$ cat config.mk
export PLATFORM = sky130hd
export DESIGN_NAME = arcade_input_cond
export DESIGN_NICKNAME = d
export VERILOG_FILES = /design/src/rtl/arcade_input_cond.sv
export SDC_FILE = /design/constraint.sdc
export NUM_CORES = 1
export LEC_CHECK = 0
export BUFFER_PORTS_ARGS = -buffer_cell sky130_fd_sc_hd__buf_2
export CAP_MARGIN = 5
export CORE_MARGIN = 2
export CORE_UTILIZATION = 57
export DETAILED_ROUTE_END_ITERATION = 12
export PLACE_DENSITY = 0.84
export SYNTH_ARGS = -nofsm -noshare
export SYNTH_HDL_FRONTEND = slang
export SYNTH_SLANG_ARGS = --single-unit
$ cat constraint.sdc
create_clock -name i_clk_sys -period 2.2 [get_ports i_clk_sys]
set_clock_uncertainty 0.1 [all_clocks]
set_input_delay 0.11 -clock i_clk_sys [delete_from_list [all_inputs] [get_ports i_clk_sys]]
set_output_delay 0.11 -clock i_clk_sys [all_outputs]
set_load 0.02 [all_outputs]
$ cat src/rtl/arcade_input_cond.sv
// arcade_input_cond
//   Conditions raw OSD/joystick bits before they reach the galaga core:
//   per-bit debounce, coin press to fixed-length coin pulse (with a
//   mandatory low gap and a one-credit queue), and the pause / video-dim
//   generation.
//
//   state   | meaning
//   --------+-----------------------------------------------------------
//   IDLE    | coin low, waiting for a debounced coin press
//   PULSE   | coin high for COIN_PULSE_CYC cycles
//   GAP     | coin low for COIN_GAP_CYC cycles, then next queued credit
//
// Ports
//   i_clk_sys       system clock, sole clock
//   i_reset         synchronous active-high reset
//   i_joy_in[15:0]  raw joystick bits (0 R,1 L,2 D,3 U,4 fire,5 start1,
//                   6 start2,7 coin,8 pause; 15:9 unused)
//   i_osd_open      OSD displayed
//   i_osd_pause_en  pause while OSD is open
//   i_hs_access     hiscore module owns RAM, forces pause
//   o_right..o_start2  debounced controls
//   o_coin          shaped coin pulse
//   o_pause         core pause request (registered)
//   o_dim_video     halve RGB output after a long user pause
module arcade_input_cond #(
    parameter int DEBOUNCE_CYC   = 18432,
    parameter int COIN_PULSE_CYC = 1843200,
    parameter int COIN_GAP_CYC   = 921600,
    parameter int DIM_CYC        = 180000000
) (
    input  logic        i_clk_sys,
    input  logic        i_reset,
    input  logic [15:0] i_joy_in,
    input  logic        i_osd_open,
    input  logic        i_osd_pause_en,
    input  logic        i_hs_access,
    output logic        o_right,
    output logic        o_left,
    output logic        o_down,
    output logic        o_up,
    output logic        o_fire,
    output logic        o_start1,
    output logic        o_start2,
    output logic        o_coin,
    output logic        o_pause,
    output logic        o_dim_video
);

    localparam int DB_W     = (DEBOUNCE_CYC > 1) ? $clog2(DEBOUNCE_CYC) : 1;
    localparam int COIN_MAX = (COIN_PULSE_CYC > COIN_GAP_CYC) ? COIN_PULSE_CYC : COIN_GAP_CYC;
    localparam int CT_W     = (COIN_MAX > 1) ? $clog2(COIN_MAX) : 1;

    localparam logic [DB_W-1:0] DB_LAST    = DB_W'(DEBOUNCE_CYC - 1);
    localparam logic [CT_W-1:0] PULSE_LAST = CT_W'(COIN_PULSE_CYC - 1);
    localparam logic [CT_W-1:0] GAP_LAST   = CT_W'(COIN_GAP_CYC - 1);
    localparam logic [31:0]     DIM_LIMIT  = 32'(DIM_CYC);

    typedef enum logic [1:0] {
        ST_IDLE  = 2'd0,
        ST_PULSE = 2'd1,
        ST_GAP   = 2'd2
    } coin_state_t;

    // ------------------------------------------------------------------
    // Debounce: bits 0..8 are filtered independently.
    // ------------------------------------------------------------------
    logic [8:0]      r_db;
    logic [DB_W-1:0] r_db_cnt [9];

    always_ff @(posedge i_clk_sys) begin
        if (i_reset) begin
            r_db <= '0;
            for (int i = 0; i < 9; i++) r_db_cnt[i] <= '0;
        end else begin
            for (int i = 0; i < 9; i++) begin
                if (i_joy_in[i] == r_db[i]) begin
                    r_db_cnt[i] <= '0;
                end else if (r_db_cnt[i] == DB_LAST) begin
                    r_db[i]     <= i_joy_in[i];
                    r_db_cnt[i] <= '0;
                end else begin
                    r_db_cnt[i] <= r_db_cnt[i] + DB_W'(1);
                end
            end
        end
    end

    assign o_right  = r_db[0];
    assign o_left   = r_db[1];
    assign o_down   = r_db[2];
    assign o_up     = r_db[3];
    assign o_fire   = r_db[4];
    assign o_start1 = r_db[5];
    assign o_start2 = r_db[6];

    logic w_unused_joy;
    assign w_unused_joy = ^i_joy_in[15:9];

    // ------------------------------------------------------------------
    // Edge detection on the debounced coin and pause bits
    // ------------------------------------------------------------------
    logic r_coin_prev;
    logic r_pause_prev;
    logic w_coin_rise;
    logic w_pause_rise;

    assign w_coin_rise  = r_db[7] & ~r_coin_prev;
    assign w_pause_rise = r_db[8] & ~r_pause_prev;

    always_ff @(posedge i_clk_sys) begin
        if (i_reset) begin
            r_coin_prev  <= 1'b0;
            r_pause_prev <= 1'b0;
        end else begin
            r_coin_prev  <= r_db[7];
            r_pause_prev <= r_db[8];
        end
    end

    // ------------------------------------------------------------------
    // Coin FSM
    // ------------------------------------------------------------------
    coin_state_t     r_state;
    coin_state_t     w_state_nxt;
    logic [CT_W-1:0] r_timer;
    logic [CT_W-1:0] w_timer_nxt;
    logic            r_pending;
    logic            w_pending_nxt;

    always_ff @(posedge i_clk_sys) begin
        if (i_reset) begin
            r_state   <= ST_IDLE;
            r_timer   <= '0;
            r_pending <= 1'b0;
        end else begin
            r_state   <= w_state_nxt;
            r_timer   <= w_timer_nxt;
            r_pending <= w_pending_nxt;
        end
    end

    always_comb begin
        w_state_nxt   = r_state;
        w_timer_nxt   = r_timer;
        w_pending_nxt = r_pending;
        case (r_state)
            ST_IDLE: begin
                if (w_coin_rise) begin
                    w_state_nxt = ST_PULSE;
                    w_timer_nxt = '0;
                end
            end
            ST_PULSE: begin
                if (w_coin_rise) w_pending_nxt = 1'b1;
                if (r_timer == PULSE_LAST) begin
                    w_state_nxt = ST_GAP;
                    w_timer_nxt = '0;
                end else begin
                    w_timer_nxt = r_timer + CT_W'(1);
                end
            end
            ST_GAP: begin
                if (r_timer == GAP_LAST) begin
                    w_timer_nxt = '0;
                    // A queued credit wins; a rise landing on the expiry
                    // cycle with nothing queued starts the pulse directly.
                    // With a credit already queued, that rise is dropped.
                    if (r_pending) begin
                        w_state_nxt   = ST_PULSE;
                        w_pending_nxt = 1'b0;
                    end else if (w_coin_rise) begin
                        w_state_nxt = ST_PULSE;
                    end else begin
                        w_state_nxt = ST_IDLE;
                    end
                end else begin
                    w_timer_nxt = r_timer + CT_W'(1);
                    if (w_coin_rise) w_pending_nxt = 1'b1;
                end
            end
            default: begin
                w_state_nxt   = ST_IDLE;
                w_timer_nxt   = '0;
                w_pending_nxt = 1'b0;
            end
        endcase
    end

    assign o_coin = (r_state == ST_PULSE);

    // ------------------------------------------------------------------
    // Pause toggle, pause request and dim timer
    // ------------------------------------------------------------------
    logic        r_toggle;
    logic        r_pause;
    logic        r_dim;
    logic [31:0] r_dim_cnt;

    always_ff @(posedge i_clk_sys) begin
        if (i_reset) begin
            r_toggle  <= 1'b0;
            r_pause   <= 1'b0;
            r_dim     <= 1'b0;
            r_dim_cnt <= '0;
        end else begin
            if (w_pause_rise) r_toggle <= ~r_toggle;
            r_pause <= r_toggle | i_hs_access | (i_osd_open & i_osd_pause_en);
            if (!r_toggle) begin
                r_dim_cnt <= '0;
            end else if (r_dim_cnt < DIM_LIMIT) begin
                r_dim_cnt <= r_dim_cnt + 32'd1;
            end
            // Gated by the toggle so untoggling drops dim together with pause.
            r_dim <= r_toggle & (r_dim_cnt >= DIM_LIMIT);
        end
    end

    assign o_pause     = r_pause;
    assign o_dim_video = r_dim;

endmodule
### Word level (Yosys, flattened, before mapping)

Memories as Yosys holds them, arrays and structs flattened.
Cells that the tools add are included.

* input bits: 21
* output and inout bits: 10
* flip-flop bits (word level): 70
* memories kept: 1
* RAM bits: 135

* muxes and demuxes: 141
* add/subtract/negate cells: 11
* reductions and logical operators: 12
* $lt $le $gt $ge: 2
* bitwise logic cells: 45
* eq/ne operators: 25

Memory list
* r_db_cnt: depth 9, bits a word 15, rd ports 9, clocked after memory_dff 0, write ports 9, line 68 `logic [DB_W-1:0] r_db_cnt [9];`

Operators by type and width (number)
* $mux 15: 27
* $add 15x1->15 const B: 9
* $eq 15x15->1 const B: 9
* $mux 1: 105
* $mux 21: 3
* $pmux 21 s3: 1
* $add 32x1->32 const B: 1
* $ge 32x28->1 const B: 1
* $lt 32x28->1 const B: 1
* $or 1x1->1: 29
* $add 21x1->21 const B: 1
* $eq 21x20->1 const B: 1
* $eq 21x21->1 const B: 1
* $reduce_and 2->1: 9
* $not 1->1: 12
* $eq 1x1->1: 9
* $mux 2: 3
* $pmux 2 s3: 1
* $and 1x1->1: 4
* $ne 2x2->1 const B: 2
* $pmux 1 s3: 1
* $reduce_and 3->1: 1
* $eq 2x1->1 const B: 1
* $eq 2x2->1 const B: 1
* other kinds (3): 3

### Logic depth before layout (Yosys ltp)

Gate-level depths: netlist of run 1.
An unclocked memory read counts as a cell.

* depth in word-level cells: 8
* mapped depth: 8
* depth with buffers taken out: 7

### Worst setup path after synthesis of run 1

Ideal clock, no wire load.

* path type: register to register
* start point: mem r_db_cnt[3][0] in the netlist's numbering
* end point: mem r_db_cnt[3][13] in the netlist's numbering, data pin
* period minus slack after synthesis: 2.168 ns
* cell stages (with the launch flop): 8
* library setup time: 0.254 ns
* data arrival time: 1.814 ns
* buffers on the path: 1
* path slack: 0.032 ns
* data required time: 1.846 ns
* cell sequence: edfxtp_1 > ha_1 > nand4_4 > or4_4 > nor3b_2 > or2_2 > buf_6 > nor2_1

RTL lines (line)
* start, declared: 68

==> metrics.yaml, run 1 <==
sta:
  clock.fmax_mhz: 471
  slew_headroom_pct: 66.4
  slew_violations: 0
  whs_ns: 0.309
  min_period_over_period_pct: 96.5
  fin_crit_ns: 2.12
  worst_pin_slew_ns: 0.504
  hold_violations: 0
  postLayoutSetupSlackWorst_ns: 0.0774
  setup_viol: 0
cts:
  cts_max_path_buffers: 3
  cts_buffers: 22
  clk_pin_slew_worst_paths_ns: 0.06
  cts_tree: "built"
  htreeDepth: 1
  cts_num_sinks: 205
  worstSkewPairLatency_ns: 0.50
  root_buffer: "clkbuf_16"
power:
  cellPowerDensity_nw_per_um2: 696
  irDropWorstVdd_mv: 0.629
  leakagePower_nw: 4.79
detailed_routing:
  drtIter0Drc: 302
  via_per_inst: 5.12
  routed_wl_um: 18800
  routed-via-count: 7634
  ant_nets: 0
  drc_errors: 0
  wire_per_inst_um: 12.6
  dr.pass1.iters: 4
synthesis:
  ys.flop_type: "edfxtp_1"
  synth_cell_types: 55
  yosysTopAreaCellShare_pct: 39.1
  synth_edf_count: 135
  yosys_warnings: 0
  seq_area_frac_synth_pct: 52.7
  syn_area_um2: 10400
  ys_ff_latch: 205
  avgSynthCellArea_um2: 10.1
  syn_inst: 1027
  synth_top_area_cell: "edfxtp_1"
  synthArstFlopShare_pct: 0
  yosys-top-cells-area: "edfxtp_1, dfxtp_1, xor2_1, nor2_1, xnor2_1"
floorplanning:
  dieArea_um2: 19300
  die_h_um: 139
  initial_core_util_pct: 57.9
  core-area_um2: 17900
  floorplan.die.width_um: 139
  fp-row-count: 49
  ios: 31
global_routing:
  grt_max_degree: 25
  grt.total_usage_pct: 19.3
  gr-total-overflow: 0
  antenna_found_initial: 0
  grt_pass1_wl_um: 32200
  grt_pass1_vias: 7419
place:
  place_hpwl_um: 12700
  place_congestion: 0.799
  placed_cell_area_um2: 11500
  port_buffers: 23
  place_ws_ns: -0.0201
  dp_cells: 1434
setup_path:
  slowest_delay_ns: 0.52
  worstPathMaxFanout: 5
  worstPathCellList: "and4_4, nand4_4, or4_4, nor3b_4, or2_2, nor2_1"
  crit_arrival_ns: 2.28
  required_ns: 2.35
  cpMaxStageDelayCell: "or4_4"
  cp-start-kind: "flop"
  critical_path_class: "flop to flop"
  end_kind: "flop"
finish:
  stdcell_count: 1490
  drive_above_1_share_pct: 10.3
  post-route-util_pct: 69.5
  area_growth_pct: 20.1
  finalNetCount: 1282
  postLayoutCellArea_um2: 12400
  diodes: 0
outcome:
  outcome: "finished, final reports clean"
job:
  drv_cap: 0
min_path:
  hold_class: "primary input to flop"
-- kinds of logic (layout without fill, tap and decap cells) --
kind of cell | count (synthesis) | after routing | share of synthesized area (%)
adders and majority gates | 16 | 16 | 1.93
muxes | 13 | 13 | 1.26
buffers and inverters | 47 | 146 | 1.88
xor gates and xnor gates | 156 | 156 | 13.2
AOI/OAI and AO/OA | 52 | 52 | 3.33
other | 1 | 135 | 0.0362
and+or+nand+nor | 537 | 538 | 25.7
DFF | 205 | 205 | 52.7
-- layout by cell type (no fill, tap or decap), types with 3 or more instances in the layout --
master           n
a211oi_1         3
a21oi_1         19
a31oi_1          5
and2_1          12
and3_1          33
and4_1          17
and4_4           3
buf_2           23
buf_4           46
clkbuf_16       24
clkbuf_8         6
clkinv_2         5
conb_1         135
dfxtp_1         70
dlygate4sd3_1   12
edfxtp_1       135
ha_1            14
inv_1           24
mux2i_1         13
nand2_1         66
nand2b_1        19
nand3_1         84
nand3b_1         5
nand4_1         30
nand4b_1         8
nor2_1         213
nor2b_1          5
nor3_1          13
nor3b_1          3
nor4_1           4
o21ai_0          6
or3_1            6
xnor2_1         52
xor2_1         104
-- layout make-up --
class                           count  area, um^2
Tap cell                          229         287
Timing Repair Buffer               82         601
Clock inverter                      8        38.8
Fill cell                        1318        5460
Clock buffer                       32         691
Sequential cell                   205        5460
Multi-Input combinational cell    910        5280
Inverter                           24        90.1
-- flip-flops by register name, indices dropped and copies added (netlist names) --
register	flops
r_timer	21
r_db	9
r_state	2
o_pause	1
r_dim_cnt	32
r_pending	1
o_dim_video	1
r_toggle	1
r_pause_prev	1
r_coin_prev	1
r_db_cnt	135
-- cells in the mapped netlist, types with 2 or more instances --
cell,n
buf_1,2
o21ai_1,2
or3_1,6
nand3_1,84
nand4b_1,8
and3_1,33
clkbuf_1,15
ha_1,16
nand2_1,67
and2_1,12
a21oi_1,19
nor2_1,213
inv_1,24
a31oi_1,5
dfxtp_1,70
or4_1,2
a21oi_2,2
edfxtp_1,135
buf_4,2
nor4_1,5
nand4_1,30
a211oi_1,4
o21ai_0,6
o31ai_1,2
xnor2_1,52
nand2b_1,20
nor2b_1,5
nor3_1,13
nand3b_1,5
and4_1,19
or2_2,3
buf_2,3
xor2_1,104
o311ai_0,2
nor3b_1,5
mux2i_1,13
-- critical path: cells and delay by family, from the launching register on --
kind,cells,cell delay [ns]
DFF,1,0.37
and+or+nand+nor,6,1.41
-- what timing repair did --
item,CTS,global route
hold buffers,12,0
endpoints found under the hold margin,18,0
cloned,0,1
endpoints found under the setup margin,23,78
pin swaps,1,2
setup buffers,2,1
resized for setup,3,13
-- final timing paths --
path | from | end | slack, ns | cells past startpoint
worst max-delay path | r_db_cnt[3][4] | r_db_cnt[3][13] | 0.08 | 6
worst min-delay path | i_joy_in[5] | r_db[5] | 0.31 | 4
worst max register to register | r_db_cnt[3][4] | r_db_cnt[3][13] | 0.08 | 6
worst min register to register | r_pending | r_pending | 0.35 | 2
-- routing by layer --
layer,global-route usage [%],vias up,share of wire [%]
met5,0,-,0
met4,5.85,0,2.7
met3,3.11,44,2.8
met2,34.7,94,51
met1,24.0,3586,44
li1,-,3910,-
-- stage by stage --
stage / TNS (ns) / power [W]
after floorplan: 0 / 0.00487
after global routing: -0.424 / 0.00899
after detailed placement: -0.0284 / 0.00504
final: 0 / 0.00866
after global placement: 0 / 0.00501
after CTS: 0 / 0.00872
-- power breakdown --
group	switching [W]	internal [W]	total, W
Clock	0.00147	0.00217	0.00364
Sequential	0.000142	0.00427	0.00441
Combinational	0.000358	0.000252	0.000610
No activity file was read; power rests on OpenSTA's default activity.
==> run 2: changes to the inputs <==
--- a/config.mk
+++ b/config.mk
@@ -8,9 +8,9 @@
 export BUFFER_PORTS_ARGS = -buffer_cell sky130_fd_sc_hd__buf_2
 export CAP_MARGIN = 5
 export CORE_MARGIN = 2
-export CORE_UTILIZATION = 57
+export CORE_UTILIZATION = 50
 export DETAILED_ROUTE_END_ITERATION = 12
-export PLACE_DENSITY = 0.84
+export PLACE_DENSITY = 0.76
 export SYNTH_ARGS = -nofsm -noshare
 export SYNTH_HDL_FRONTEND = slang
 export SYNTH_SLANG_ARGS = --single-unit
==> metrics.yaml, run 2 (synthesis results as in run 1) <==
floorplanning:
  fp-row-count: 52  # +6.1%
  ios: 31  # unchanged
  initial_core_util_pct: 51.0  # -6.8 points
  core-area_um2: 20300  # +13%
  die_h_um: 148  # +6.6%
  dieArea_um2: 21900  # +14%
  floorplan.die.width_um: 148  # +6.6%
detailed_routing:
  via_per_inst: 4.88  # -4.8%
  wire_per_inst_um: 11.6  # -8.2%
  routed_wl_um: 17700  # -5.7%
  ant_nets: 0  # unchanged
  dr.pass1.iters: 5  # +1
  drtIter0Drc: 324  # +7.3%
  routed-via-count: 7468  # -2.2%
  drc_errors: 0  # unchanged
finish:
  area_growth_pct: 21.4
  finalNetCount: 1282  # unchanged
  post-route-util_pct: 61.9  # -7.6 points
  final_common_cell: "nor2_1"
  postLayoutCellArea_um2: 12600  # +1.0%
  largest_register: "r_db_cnt"
  drive_above_1_share_pct: 10.5  # +0.16 points
  largest_reg_flops: 135  # unchanged
  reg_top3: "r_db_cnt: 135 flops, r_dim_cnt: 32 flops, r_timer: 21 flops"
  diodes: 0  # unchanged
  mostFrequentLayoutCells: "nor2_1, edfxtp_1, conb_1"
cts:
  cts_tree: "built"
  cts_num_sinks: 205  # unchanged
  cts_buffers: 23  # +4.5%
  cts_max_path_buffers: 3  # unchanged
  clk_pin_slew_worst_paths_ns: 0.06  # about the same
  htreeDepth: 1  # unchanged
  root_buffer: "clkbuf_16"
  worstSkewPairLatency_ns: 0.50  # about the same
global_routing:
  grt_pass1_wl_um: 30900  # -4.0%
  antenna_found_initial: 0  # unchanged
  grt_pass1_vias: 7191  # -3.1%
  gr-total-overflow: 0  # unchanged
  grt_max_degree: 27  # +8.0%
  grt.total_usage_pct: 16.4  # -2.9 points
setup_path:
  end_kind: "flop"
  cpMaxStageDelayCell: "or4_4"
  critPathBufInv: 0  # unchanged
  required_ns: 2.35  # about the same
  slowest_delay_ns: 0.50  # -0.02 ns
  critical_path_class: "flop to flop"
  crit_arrival_ns: 2.24  # -0.04 ns
  worstPathCellList: "and4_4, nand4_4, or4_4, nor3b_2, or2_4, nor2_1"
  cp-start-kind: "flop"
  cp_top_family: "simple AND/OR/NAND/NOR gates"
  worstPathMaxFanout: 11  # +6
min_path:
  hold_class: "primary input to flop"
power:
  comb_power_share_pct: 6.8  # -0.2 points
  clkPwrFrac_pct: 43.3  # +1.2 points
  leakagePower_nw: 4.81  # +0.39%
  intPower_w: 0.00688  # +2.7%
  switching_power_w: 0.00196  # -0.47%
  cellPowerDensity_nw_per_um2: 703  # +0.98%
  swShare_pct: 22.2  # -0.55 points
  total_power_w: 0.00884  # +2.0%
  seqPwrFrac_pct: 49.9  # -1.0 points
  irDropWorstVdd_mv: 0.632  # +0.50%
sta:
  setup_viol: 0  # unchanged
  clock.fmax_mhz: 476  # +1.1%
  slew_violations: 0  # unchanged
  hold_violations: 0  # unchanged
  slew_headroom_pct: 61.1  # -5.3 points
  whs_ns: 0.00208  # -0.307 ns
  rsz0062_at_grt: "no"
  min_period_over_period_pct: 95.4  # -1.1 points
  fin_crit_ns: 2.10  # -0.0234 ns
  worst_pin_slew_ns: 0.583  # +0.0791 ns
place:
  placed_cell_area_um2: 11600  # +0.69%
  place_congestion: 0.796  # -0.44%
  place_hpwl_um: 12200  # -3.9%
  port_buffers: 23  # unchanged
job:
  drv_cap: 0  # unchanged
outcome:
  outcome: "finished, final reports clean"
run 2: cell types whose count changed in the layout (fill, tap and decap cells not counted), sizes merged:
cell and change:
clkinv -4, bufinv +1, clkbuf +4, dlygate4sd3 -1
run 2: power by group through the flow:
stage	Clock, W	Sequential [W]	Combinational, W
2_1_floorplan	0	0.00446	0.000413
3_3_place_gp	0	0.00447	0.000551
3_5_place_dp	0	0.00448	0.000561
4_1_cts	0.00394	0.00440	0.000584
5_1_grt	0.00408	0.00443	0.000685
6_report	0.00383	0.00440	0.000603
run 2: worst reg2reg max path, cell delays in order (launching register included):
cell,delay (ns)
edfxtp_1,0.37
and4_4,0.27
nand4_4,0.11
or4_4,0.50
nor3b_2,0.23
or2_4,0.22
nor2_1,0.07
run 2: final timing paths:
kind / to / slack, ns / from / cells after the start
max: r_db_cnt[3][5] / 0.10 / r_db_cnt[3][5] / 6
min: r_db[2] / 0.002 / i_reset / 2
min reg2reg: r_dim_cnt[30] / 0.36 / r_dim_cnt[30] / 1
max reg2reg: r_db_cnt[3][5] / 0.10 / r_db_cnt[3][5] / 6
run 2: final cells by class:
class	instances	area (um^2)
sequential	205	5460
inverter	24	90.1
tap	270	338
fill	1739	7730
clock inverter	5	55.1
clock buffer	36	717
multi-input combinational	910	5310
timing repair buffer	81	603
run 2: per-layer routing:
layer / track usage (%) / wire length (um)
met5: 0 / 0
met4: 4.95 / 450
met2: 28.4 / 8430
met3: 2.65 / 569
met1: 21.4 / 8250
run 2: repair_timing:
| item | 4_1_cts | 5_1_grt |
|---|---|---|
| pin swaps | 0 | 3 |
| resized for setup | 2 | 21 |
| hold buffers | 11 | 0 |
| endpoints found under the hold margin | 13 | 0 |
| cloned | 0 | 1 |
| endpoints found under the setup margin | 12 | 106 |
| buffers inserted | 0 | 1 |
run 2: per-stage QoR:
step / TNS [ns] / cells / setup slack (ns)
global route: 0 / 1531 / 0.000747
global placement: 0 / 1477 / 0.0916
CTS: 0 / 1529 / 0.0240
detailed placement: -0.0577 / 1477 / -0.0123
floorplan: 0 / 1161 / 0.0317
finish: 0 / 1531 / 0.101
